<file path="src/rtl/mips_pkg.sv">
`default_nettype none
// ============================================================================
// Module   : mips_pkg
// Brief    : Opcode/funct codes, FSM state encoding and control-field codes
//            shared by the multicycle MIPS control path.
// Revision : 1.0 - initial release
// ============================================================================
package mips_pkg;

  localparam logic [5:0] c_op_rtype = 6'h00;
  localparam logic [5:0] c_op_lw    = 6'h23;
  localparam logic [5:0] c_op_sw    = 6'h2B;
  localparam logic [5:0] c_op_beq   = 6'h04;
  localparam logic [5:0] c_op_addi  = 6'h08;
  localparam logic [5:0] c_op_j     = 6'h02;

  localparam logic [5:0] c_fn_add = 6'h20;
  localparam logic [5:0] c_fn_sub = 6'h22;
  localparam logic [5:0] c_fn_and = 6'h24;
  localparam logic [5:0] c_fn_or  = 6'h25;
  localparam logic [5:0] c_fn_slt = 6'h2A;

  localparam logic [2:0] c_alu_add = 3'b010;
  localparam logic [2:0] c_alu_sub = 3'b110;
  localparam logic [2:0] c_alu_and = 3'b000;
  localparam logic [2:0] c_alu_or  = 3'b001;
  localparam logic [2:0] c_alu_slt = 3'b111;

  localparam logic [1:0] c_srcb_regb  = 2'b00;
  localparam logic [1:0] c_srcb_four  = 2'b01;
  localparam logic [1:0] c_srcb_imm   = 2'b10;
  localparam logic [1:0] c_srcb_immsh = 2'b11;

  localparam logic [1:0] c_pcsrc_alu    = 2'b00;
  localparam logic [1:0] c_pcsrc_aluout = 2'b01;
  localparam logic [1:0] c_pcsrc_jump   = 2'b10;

  typedef enum logic [1:0] {
    ALU_OP_ADD   = 2'b00,
    ALU_OP_SUB   = 2'b01,
    ALU_OP_FUNCT = 2'b10
  } alu_op_t;

  typedef enum logic [3:0] {
    S_FETCH  = 4'd0,
    S_DECODE = 4'd1,
    S_MEMADR = 4'd2,
    S_MEMRD  = 4'd3,
    S_MEMWB  = 4'd4,
    S_MEMWR  = 4'd5,
    S_EXEC   = 4'd6,
    S_ALUWB  = 4'd7,
    S_BRANCH = 4'd8,
    S_ADDIEX = 4'd9,
    S_ADDIWB = 4'd10,
    S_JUMP   = 4'd11
  } state_t;

endpackage
`default_nettype wire

</file>
<file path="src/rtl/mips_mc_control_if.sv">
`default_nettype none
// ============================================================================
// Module   : mips_mc_control_if
// Brief    : Control-path bundle between the multicycle FSM (master) and the
//            datapath (slave).
// Revision : 1.0 - initial release
// ============================================================================
interface mips_mc_control_if;
  logic [5:0] op;
  logic [5:0] funct;
  logic       zero;
  logic       mem_ready;
  logic       pc_en;
  logic       i_or_d;
  logic       mem_read;
  logic       mem_write;
  logic       ir_write;
  logic       reg_dst;
  logic       mem_to_reg;
  logic       reg_write;
  logic       alu_src_a;
  logic [1:0] alu_src_b;
  logic [2:0] alu_ctrl;
  logic [1:0] pc_src;
  logic       illegal;
  logic [3:0] state;

  modport master (
    input  op, funct, zero, mem_ready,
    output pc_en, i_or_d, mem_read, mem_write, ir_write, reg_dst, mem_to_reg,
           reg_write, alu_src_a, alu_src_b, alu_ctrl, pc_src, illegal, state
  );

  modport slave (
    output op, funct, zero, mem_ready,
    input  pc_en, i_or_d, mem_read, mem_write, ir_write, reg_dst, mem_to_reg,
           reg_write, alu_src_a, alu_src_b, alu_ctrl, pc_src, illegal, state
  );
endinterface
`default_nettype wire

</file>
<file path="src/rtl/mips_alu_decoder.sv">
`default_nettype none
// ============================================================================
// Module   : mips_alu_decoder
// Brief    : Maps the FSM's coarse ALU request plus funct to an ALU control code.
// Revision : 1.0 - initial release
// ============================================================================
module mips_alu_decoder
  import mips_pkg::*;
(
  input  alu_op_t    i_alu_op,
  input  logic [5:0] i_funct,
  output logic [2:0] o_alu_ctrl,
  output logic       o_bad_funct
);

  always_comb begin
    o_alu_ctrl  = c_alu_add;
    o_bad_funct = 1'b0;
    case (i_alu_op)
      ALU_OP_SUB: o_alu_ctrl = c_alu_sub;
      ALU_OP_FUNCT: begin
        case (i_funct)
          c_fn_add: o_alu_ctrl = c_alu_add;
          c_fn_sub: o_alu_ctrl = c_alu_sub;
          c_fn_and: o_alu_ctrl = c_alu_and;
          c_fn_or:  o_alu_ctrl = c_alu_or;
          c_fn_slt: o_alu_ctrl = c_alu_slt;
          default:  o_bad_funct = 1'b1;
        endcase
      end
      default: o_alu_ctrl = c_alu_add;
    endcase
  end

endmodule
`default_nettype wire

</file>
<file path="src/rtl/mips_mc_control.sv">
`default_nettype none
// ============================================================================
// Module   : mips_mc_control
// Brief    : Multicycle MIPS control FSM driving ALU muxes, memory and regfile.
// Revision : 1.0 - initial release
// ============================================================================
module mips_mc_control
  import mips_pkg::*;
(
  input  logic               clk,
  input  logic               reset_n,
  mips_mc_control_if.master  bus
);

  state_t     r_state;
  state_t     w_next;
  alu_op_t    w_alu_op;
  logic [2:0] w_alu_ctrl;
  logic       w_bad_funct;
  logic       w_pc_en;
  logic       w_ir_write;
  logic       w_mem_read;
  logic       w_mem_write;
  logic       w_reg_write;
  logic       w_illegal;

  always_ff @(posedge clk or negedge reset_n) begin
    if (!reset_n) r_state <= S_FETCH;
    else          r_state <= w_next;
  end

  // Kept outside the main decode so bad_funct does not loop back into it.
  assign w_alu_op = (r_state == S_EXEC)   ? ALU_OP_FUNCT :
                    (r_state == S_BRANCH) ? ALU_OP_SUB   : ALU_OP_ADD;

  mips_alu_decoder u_alu_dec (
    .i_alu_op    (w_alu_op),
    .i_funct     (bus.funct),
    .o_alu_ctrl  (w_alu_ctrl),
    .o_bad_funct (w_bad_funct)
  );

  always_comb begin
    w_next         = S_FETCH;
    w_pc_en        = 1'b0;
    w_ir_write     = 1'b0;
    w_mem_read     = 1'b0;
    w_mem_write    = 1'b0;
    w_reg_write    = 1'b0;
    w_illegal      = 1'b0;
    bus.i_or_d     = 1'b0;
    bus.reg_dst    = 1'b0;
    bus.mem_to_reg = 1'b0;
    bus.alu_src_a  = 1'b0;
    bus.alu_src_b  = c_srcb_regb;
    bus.pc_src     = c_pcsrc_alu;
    case (r_state)
      S_FETCH: begin
        w_mem_read    = 1'b1;
        bus.alu_src_b = c_srcb_four;
        if (bus.mem_ready) begin
          w_ir_write = 1'b1;
          w_pc_en    = 1'b1;
          w_next     = S_DECODE;
        end
      end
      S_DECODE: begin
        bus.alu_src_b = c_srcb_immsh;
        case (bus.op)
          c_op_lw, c_op_sw: w_next = S_MEMADR;
          c_op_rtype:       w_next = S_EXEC;
          c_op_beq:         w_next = S_BRANCH;
          c_op_addi:        w_next = S_ADDIEX;
          c_op_j:           w_next = S_JUMP;
          default:          w_illegal = 1'b1;
        endcase
      end
      S_MEMADR: begin
        bus.alu_src_a = 1'b1;
        bus.alu_src_b = c_srcb_imm;
        w_next        = (bus.op == c_op_lw) ? S_MEMRD : S_MEMWR;
      end
      S_MEMRD: begin
        w_mem_read = 1'b1;
        bus.i_or_d = 1'b1;
        w_next     = bus.mem_ready ? S_MEMWB : S_MEMRD;
      end
      S_MEMWB: begin
        w_reg_write    = 1'b1;
        bus.mem_to_reg = 1'b1;
      end
      S_MEMWR: begin
        w_mem_write = 1'b1;
        bus.i_or_d  = 1'b1;
        w_next      = bus.mem_ready ? S_FETCH : S_MEMWR;
      end
      S_EXEC: begin
        bus.alu_src_a = 1'b1;
        if (w_bad_funct) w_illegal = 1'b1;
        else             w_next    = S_ALUWB;
      end
      S_ALUWB: begin
        w_reg_write = 1'b1;
        bus.reg_dst = 1'b1;
      end
      S_BRANCH: begin
        bus.alu_src_a = 1'b1;
        bus.pc_src    = c_pcsrc_aluout;
        w_pc_en       = bus.zero;
      end
      S_ADDIEX: begin
        bus.alu_src_a = 1'b1;
        bus.alu_src_b = c_srcb_imm;
        w_next        = S_ADDIWB;
      end
      S_ADDIWB: w_reg_write = 1'b1;
      S_JUMP: begin
        bus.pc_src = c_pcsrc_jump;
        w_pc_en    = 1'b1;
      end
      default: w_next = S_FETCH;
    endcase
  end

  // Strobes are forced low for as long as reset is held, not just at the edge.
  assign bus.pc_en     = w_pc_en     & reset_n;
  assign bus.ir_write  = w_ir_write  & reset_n;
  assign bus.mem_read  = w_mem_read  & reset_n;
  assign bus.mem_write = w_mem_write & reset_n;
  assign bus.reg_write = w_reg_write & reset_n;
  assign bus.illegal   = w_illegal   & reset_n;
  assign bus.alu_ctrl  = w_alu_ctrl;
  assign bus.state     = r_state;

endmodule
`default_nettype wire

</file>
<file path="src/flat_wrapper.sv">
// flat-port wrapper written by rule: the top's interface ports become plain ports
module mips_mc_control_flat import mips_pkg::*;
  (clk, reset_n, bus_op, bus_funct, bus_zero, bus_mem_ready, bus_pc_en, bus_i_or_d, bus_mem_read, bus_mem_write, bus_ir_write, bus_reg_dst, bus_mem_to_reg, bus_reg_write, bus_alu_src_a, bus_alu_src_b, bus_alu_ctrl, bus_pc_src, bus_illegal, bus_state);
  mips_mc_control_if bus_i ();
  input  logic clk;
  input  logic reset_n;
  input wire logic [$bits(bus_i.op)-1:0] bus_op;
  input wire logic [$bits(bus_i.funct)-1:0] bus_funct;
  input wire logic [$bits(bus_i.zero)-1:0] bus_zero;
  input wire logic [$bits(bus_i.mem_ready)-1:0] bus_mem_ready;
  output wire logic [$bits(bus_i.pc_en)-1:0] bus_pc_en;
  output wire logic [$bits(bus_i.i_or_d)-1:0] bus_i_or_d;
  output wire logic [$bits(bus_i.mem_read)-1:0] bus_mem_read;
  output wire logic [$bits(bus_i.mem_write)-1:0] bus_mem_write;
  output wire logic [$bits(bus_i.ir_write)-1:0] bus_ir_write;
  output wire logic [$bits(bus_i.reg_dst)-1:0] bus_reg_dst;
  output wire logic [$bits(bus_i.mem_to_reg)-1:0] bus_mem_to_reg;
  output wire logic [$bits(bus_i.reg_write)-1:0] bus_reg_write;
  output wire logic [$bits(bus_i.alu_src_a)-1:0] bus_alu_src_a;
  output wire logic [$bits(bus_i.alu_src_b)-1:0] bus_alu_src_b;
  output wire logic [$bits(bus_i.alu_ctrl)-1:0] bus_alu_ctrl;
  output wire logic [$bits(bus_i.pc_src)-1:0] bus_pc_src;
  output wire logic [$bits(bus_i.illegal)-1:0] bus_illegal;
  output wire logic [$bits(bus_i.state)-1:0] bus_state;
  assign bus_i.op = bus_op;
  assign bus_i.funct = bus_funct;
  assign bus_i.zero = bus_zero;
  assign bus_i.mem_ready = bus_mem_ready;
  assign bus_pc_en = bus_i.pc_en;
  assign bus_i_or_d = bus_i.i_or_d;
  assign bus_mem_read = bus_i.mem_read;
  assign bus_mem_write = bus_i.mem_write;
  assign bus_ir_write = bus_i.ir_write;
  assign bus_reg_dst = bus_i.reg_dst;
  assign bus_mem_to_reg = bus_i.mem_to_reg;
  assign bus_reg_write = bus_i.reg_write;
  assign bus_alu_src_a = bus_i.alu_src_a;
  assign bus_alu_src_b = bus_i.alu_src_b;
  assign bus_alu_ctrl = bus_i.alu_ctrl;
  assign bus_pc_src = bus_i.pc_src;
  assign bus_illegal = bus_i.illegal;
  assign bus_state = bus_i.state;
  mips_mc_control u_core (.clk(clk), .reset_n(reset_n), .bus(bus_i));
endmodule
</file>
<file path="config.mk">
export PLATFORM = sky130hd
export DESIGN_NAME = mips_mc_control_flat
export DESIGN_NICKNAME = d
export VERILOG_FILES = /design/src/rtl/mips_pkg.sv /design/src/rtl/mips_mc_control_if.sv /design/src/rtl/mips_alu_decoder.sv /design/src/rtl/mips_mc_control.sv /design/src/flat_wrapper.sv
export SDC_FILE = /design/constraint.sdc
export NUM_CORES = 1
export LEC_CHECK = 0
export ABC_AREA = 1
export ABC_CLOCK_PERIOD_IN_PS = 1400
export CAP_MARGIN = 20
export CORE_MARGIN = 1
export CORE_UTILIZATION = 32
export CTS_BUF_LIST = sky130_fd_sc_hd__clkbuf_16
export CTS_CLUSTER_SIZE = 12
export DETAILED_ROUTE_END_ITERATION = 7
export GPL_TIMING_DRIVEN = 0
export PLACE_DENSITY = 0.79
export SLEW_MARGIN = 20
export SYNTH_ARGS = -nofsm -noshare
export SYNTH_HDL_FRONTEND = slang
export SYNTH_SLANG_ARGS = --single-unit
</file>
<file path="constraint.sdc">
create_clock -name clk -period 1.4 [get_ports clk]
set_input_delay 0.42 -clock clk [delete_from_list [all_inputs] [get_ports clk]]
set_output_delay 0.42 -clock clk [all_outputs]
set_load 0.01 [all_outputs]
</file>
==> impl_metrics.toml, run 1 <==
[synth]
ys_seq_area_frac = 0.171
synth_common_cells = "nand2_1 (25), inv_1 (22), nor2_1 (19)"
yosysWarningCount = 0
avgSynthCellArea_um2 = 5.37
yosysTopAreaCellShare = 0.171
synthesis.nets = 125
synth_edf_count = 0
ys.flop_type = "dfrtp_1"
postSynthCellCount = 109
synth-seq-cells = 4
synth_top_cell_by_area = "dfrtp_1"
synth_area_leaders = "dfrtp_1 (17%), nand2_1 (16%), inv_1 (14%)"
async_flop_share = 1.00
syn_area_um2 = 586
ys_types = 19
synth.most_common_cell = "nand2_1"

[critical_path]
crit_path_end = "bus_illegal"
rrSetupSlack_ps = -20
critPathSlowestCell = "dfrtp_1"
cp-end-kind = "primary output"
start_kind = "register"
worstPathRequired_ps = 980
cp-startpoint = "u_core.bus.state[2]"
path_cells = "inv_2 -> nand2_4 -> nor2_4 -> nand2_1 -> nor2_1 -> nand2_1 -> a21oi_2 -> buf_2"
critical_path.max_fanout = 4
r2r-start = "u_core.bus.state[2]"
crit_type = "reg2out"
crit_arrival_ps = 1510
reg2reg_to = "u_core.bus.state[0]"
crit_top_cell = "nand2_1"
crit_path_max_incr_delay_ps = 440
r2r_cells = 9

[pwr]
irDropWorstVdd_mv = 0.688
leakage_uw = 0.000681
pwr_density_cell_mw_per_mm2 = 942

[floorplanning]
dieArea_mm2 = 0.00200
die_w_um = 44.8
start_util = 0.339
fp.coreArea_mm2 = 0.00173
ioPinCount = 37
row_count = 15
die_y_um = 44.8

[finish]
diodes = 0
postLayoutCoreUtil = 0.733
largest_reg_flops = 4
fill_cells = 130
area_delta_synth_final_pct = 116
fin_cells = 194
nets = 187
drive_above_1_share = 0.503

[timing]
tns_ps = -6520
slew_headroom = 0.854
fin_ws_ps = -534
post-route-period-util = 1.38
setup_viol = 18
post-route-min-period_ps = 1930
worst_pin_slew_ps = 218
fin_skew_ps = 0.553
max_freq_mhz = 517
hold_viol = 0
rsz0062_at_grt = "yes"
drv_slew = 0

[grt]
grt_pass1_vias = 854
grt_max_degree = 8
grt_pass1_wl_um = 3730
grt-ovfl-total = 0
track_usage = 0.257
antenna_found_initial = 0

[route]
drtPass1Iterations = 4
vias_per_cell = 5.24
final_antenna_net_count = 0
via_count = 1017
drt_iter0_markers = 47
wl_per_cell_um = 14.3
totalWireLength_um = 2780
drc = 0

[placement]
numPortBuffers = 36
place.gp.congestion = 0.868
dp.cells = 170
place_hpwl_um = 1460

[cts]
numCtsBuffers = 3
clk_path_buf_depth = 2
htree_levels = 1
cts.sinks = 4
clkLatencyLatePin_ps = 220
clk_pin_slew_ps = 30
cts_hold_buf = 0
cts_root_buffer = "clkbuf_16"
cts_tree = "yes"

[run_status]
violations = "negative setup slack"
status = "finished with violations"

[min_path]
hold_class = "in2async"

[flow_run]
cap_violations = 0
[per-stage QoR]
| stage | hold slack [ps] | setup WS [ps] | power (uW) | instance area, um2 |
|---|---|---|---|---|
| 2_1_floorplan | 124 | -170 | 382 | 609 |
| 3_3_place_gp | 679 | -1160 | 594 | 1000 |
| 3_5_place_dp | 683 | -1190 | 601 | 1000 |
| 4_1_cts | 121 | -485 | 1080 | 1190 |
| 5_1_grt | 138 | -587 | 1230 | 1260 |
| 6_report | 125 | -534 | 1190 | 1260 |
[kinds of logic after synthesis]
| group | after synthesis | share of synthesized area |
|---|---|---|
| AND/OR/NAND/NOR | 71 | 0.573 |
| buffers and inverters | 25 | 0.160 |
| AO/OA/AOI/OAI | 9 | 0.0962 |
| flip-flops | 4 | 0.171 |
[worst max-delay path, delay by kind of cell, from the launching register on]
kind                   cells  cell delay, ps
AOI/OAI and AO/OA          1             110
and+or+nand+nor            5             460
DFF                        1             440
buffers and inverters      2             290
[power breakdown]
| group | switching (uW) | internal, uW |
|---|---|---|
| clock network | 82.2 | 365 |
| registers | 27.0 | 135 |
| logic | 321 | 262 |
| total | 430 | 762 |
[final cells by class]
class                      count  area [um2]  share of cell area
clock buffer                   3        75.1              0.0593
inverter                      25        98.8              0.0781
multi-input combinational     80         512               0.405
sequential                     4         103              0.0811
tap                           25        31.3              0.0247
timing repair buffer          57         445               0.352
[how the worst min path moves through the flow]
stage / cells after the start / from / to / slack (ps)
6_report: 1 / reset_n / u_core.bus.state[2] / 130
5_1_grt: 1 / reset_n / u_core.bus.state[2] / 140
4_1_cts: 1 / reset_n / u_core.bus.state[3] / 120
3_5_place_dp: 1 / reset_n / u_core.bus.state[2] / 680
3_3_place_gp: 1 / reset_n / u_core.bus.state[2] / 680
2_1_floorplan: 0 / reset_n / u_core.bus.state[0] / 120
[timing repair]
| action | in CTS | in global routing |
|---|---|---|
| gates resized for setup | 107 | 25 |
| setup endpoints to repair | 25 | 22 |
| buffers inserted | 15 | 7 |
| gates cloned | 0 | 0 |
| endpoints found under the hold margin | 0 | 0 |
| pin swaps | 17 | 15 |
[cell usage in the layout (no fill, tap or decap), types with 4 or more instances in the layout]
cell type and count:
inv_2 6, inv_1 17, nand2_1 17, buf_4 18, dlygate4sd2_1 12, nand3_1 9
buf_2 13, nor2_2 9, nand4_1 5, nand2_4 5, nor2_4 4, buf_6 5
nand2_2 6, nor2_1 8
[per-layer routing]
| layer | GRT usage | wire [um] |
|---|---|---|
| met1 | 0.283 | 1070 |
| met2 | 0.494 | 1470 |
| met3 | 0.0360 | 169 |
| met4 | 0.0909 | 72 |
| met5 | 0 | 0 |
Note: power is estimated with default switching activity, not from simulation.
==> run 2: changes to the inputs <==
Settings changed: PLACE_DENSITY 0.79 to 0.87.
==> run 2 against run 1 <==
The flow still finishes with violations (negative setup slack). Non-clock buffer count grew 12. Worst hold slack lost 4.6 ps. Utilization is 12 points higher. First-iteration DRC count is 53% lower. Die area unchanged. Global-route usage about the same. Final cell count grew 6.7%. Count of clock-buffer cells in the layout unchanged. Cell area grew 16%. Clock power up 4.9%. Highest routed layer unchanged.
==> impl_metrics.toml, run 2 (same netlist as run 1, synthesis figures left out) <==
[run_status]
status = "finished with violations"
violations = "negative setup slack"

[grt]
grt_pass1_vias = 898
grt-ovfl-total = 0
track_usage = 0.256
grt_max_degree = 8
antenna_found_initial = 0
grt_pass1_wl_um = 3730

[finish]
nets = 199
area_delta_synth_final_pct = 151
diodes = 0
fill_cells = 98
multi_input_area_um2 = 574
final_common_cell = "buf_4"
largest_reg_flops = 4
drive_above_1_share = 0.577
fin_area_mm2 = 0.00147
fin_cells = 207
register_area_um2 = 103
mostFrequentLayoutCells = "buf_4 (23), buf_6 (21), inv_1 (16), nand2_1 (15), dlygate4sd2_1 (11)"

[cts]
cts.sinks = 4
clk_path_buf_depth = 2
htree_levels = 1
cts_tree = "yes"
cts_root_buffer = "clkbuf_16"
clk_pin_slew_ps = 40
numCtsBuffers = 3
clkLatencyLatePin_ps = 230
cts_hold_buf = 0

[route]
drc = 0
via_count = 1077
final_antenna_net_count = 0
wl_per_cell_um = 15.3
vias_per_cell = 5.20
drtPass1Iterations = 4
drt_iter0_markers = 22
totalWireLength_um = 3180

[critical_path]
start_kind = "register"
critical_path.max_fanout = 4
crit_type = "reg2out"
r2r_cells = 8
crit_arrival_ps = 1540
r2r-start = "u_core.bus.state[0]"
reg2reg_to = "u_core.bus.state[1]"
cp-end-kind = "primary output"
worstPathRequired_ps = 980
rrSetupSlack_ps = -130

[placement]
numPortBuffers = 36
place.gp.congestion = 0.909
place_ws_ps = -1210
post_dp_cell_area_mm2 = 0.00100
place_hpwl_um = 1460
dp.cells = 170

[timing]
post-route-period-util = 1.40
worst_pin_slew_ps = 269
max_freq_mhz = 509
fin_skew_ps = 5.34
post-route-min-period_ps = 1960
tns_ps = -7350
setup_viol = 22
whs_ps = 121
rsz0062_at_grt = "yes"
slew_headroom = 0.820
drv_slew = 0
hold_viol = 0
fin_ws_ps = -563

[floorplanning]
dieArea_mm2 = 0.00200
fp.coreArea_mm2 = 0.00173
row_count = 15
die_y_um = 44.8
ioPinCount = 37
die_w_um = 44.8
start_util = 0.339

[pwr]
irDropWorstVdd_mv = 1.24
pwr_density_cell_mw_per_mm2 = 939
leakage_uw = 0.000768

[min_path]
hold_class = "in2async"

[flow_run]
cap_violations = 0
## run 2: critical path: stages (launching register included)
cell     delay (ps)
dfrtp_1         410
inv_2           120
nand2_4          90
nor2_4          140
inv_2            50
or2_4           240
o21ai_4         150
buf_6           110
## run 2: worst max path at each step
stage	cells past startpoint	slack (ps)	from	end
6_report	7	-560	u_core.bus.state[3]	bus_alu_ctrl[0]
5_1_grt	9	-590	u_core.bus.state[3]	bus_pc_en
4_1_cts	7	-480	u_core.bus.state[3]	bus_alu_ctrl[0]
2_1_floorplan	6	-170	u_core.bus.state[0]	bus_alu_ctrl[0]
3_3_place_gp	7	-1180	bus_funct[5]	bus_alu_ctrl[0]
3_5_place_dp	7	-1210	bus_funct[5]	bus_alu_ctrl[0]
## run 2: where the power goes
group | switching (uW) | internal, uW
sequential | 17.9 | 135
combinational | 394 | 362
clock | 98.9 | 370
## run 2: final cells by class
type / instances / share of cell area
well taps: 25 / 0.0213
multi-input cells: 80 / 0.391
inverters: 25 / 0.0639
repair buffers: 69 / 0.400
clock buffers: 3 / 0.0512
flip-flops and latches: 4 / 0.0699
clock inverters: 1 / 0.00256
## run 2: through the flow
step / util / power, uW
finish: 0.850 / 1380
global route: 0.850 / 1430
CTS: 0.721 / 1190
detailed placement: 0.580 / 598
global placement: 0.580 / 592
floorplan: - / 382
## run 2: what timing repair did
action                                  CTS  global route
resized for setup                       134            39
pin swaps                                17            13
setup buffers                            22            13
endpoints found under the setup margin   25            21
## run 2: layer usage
layer	wire length [um]	global-route usage	vias to the layer above
met2	1660	0.494	67
met3	206	0.0400	26
met1	1150	0.279	495
met5	0	0	-
met4	163	0.0909	0
li1	-	-	489
==> run 3: changes to the inputs <==
Settings changed: CAP_MARGIN 20 to not set.
==> results of run 3 <==
Final layout, timing and power as in run 2 (identical DEF).
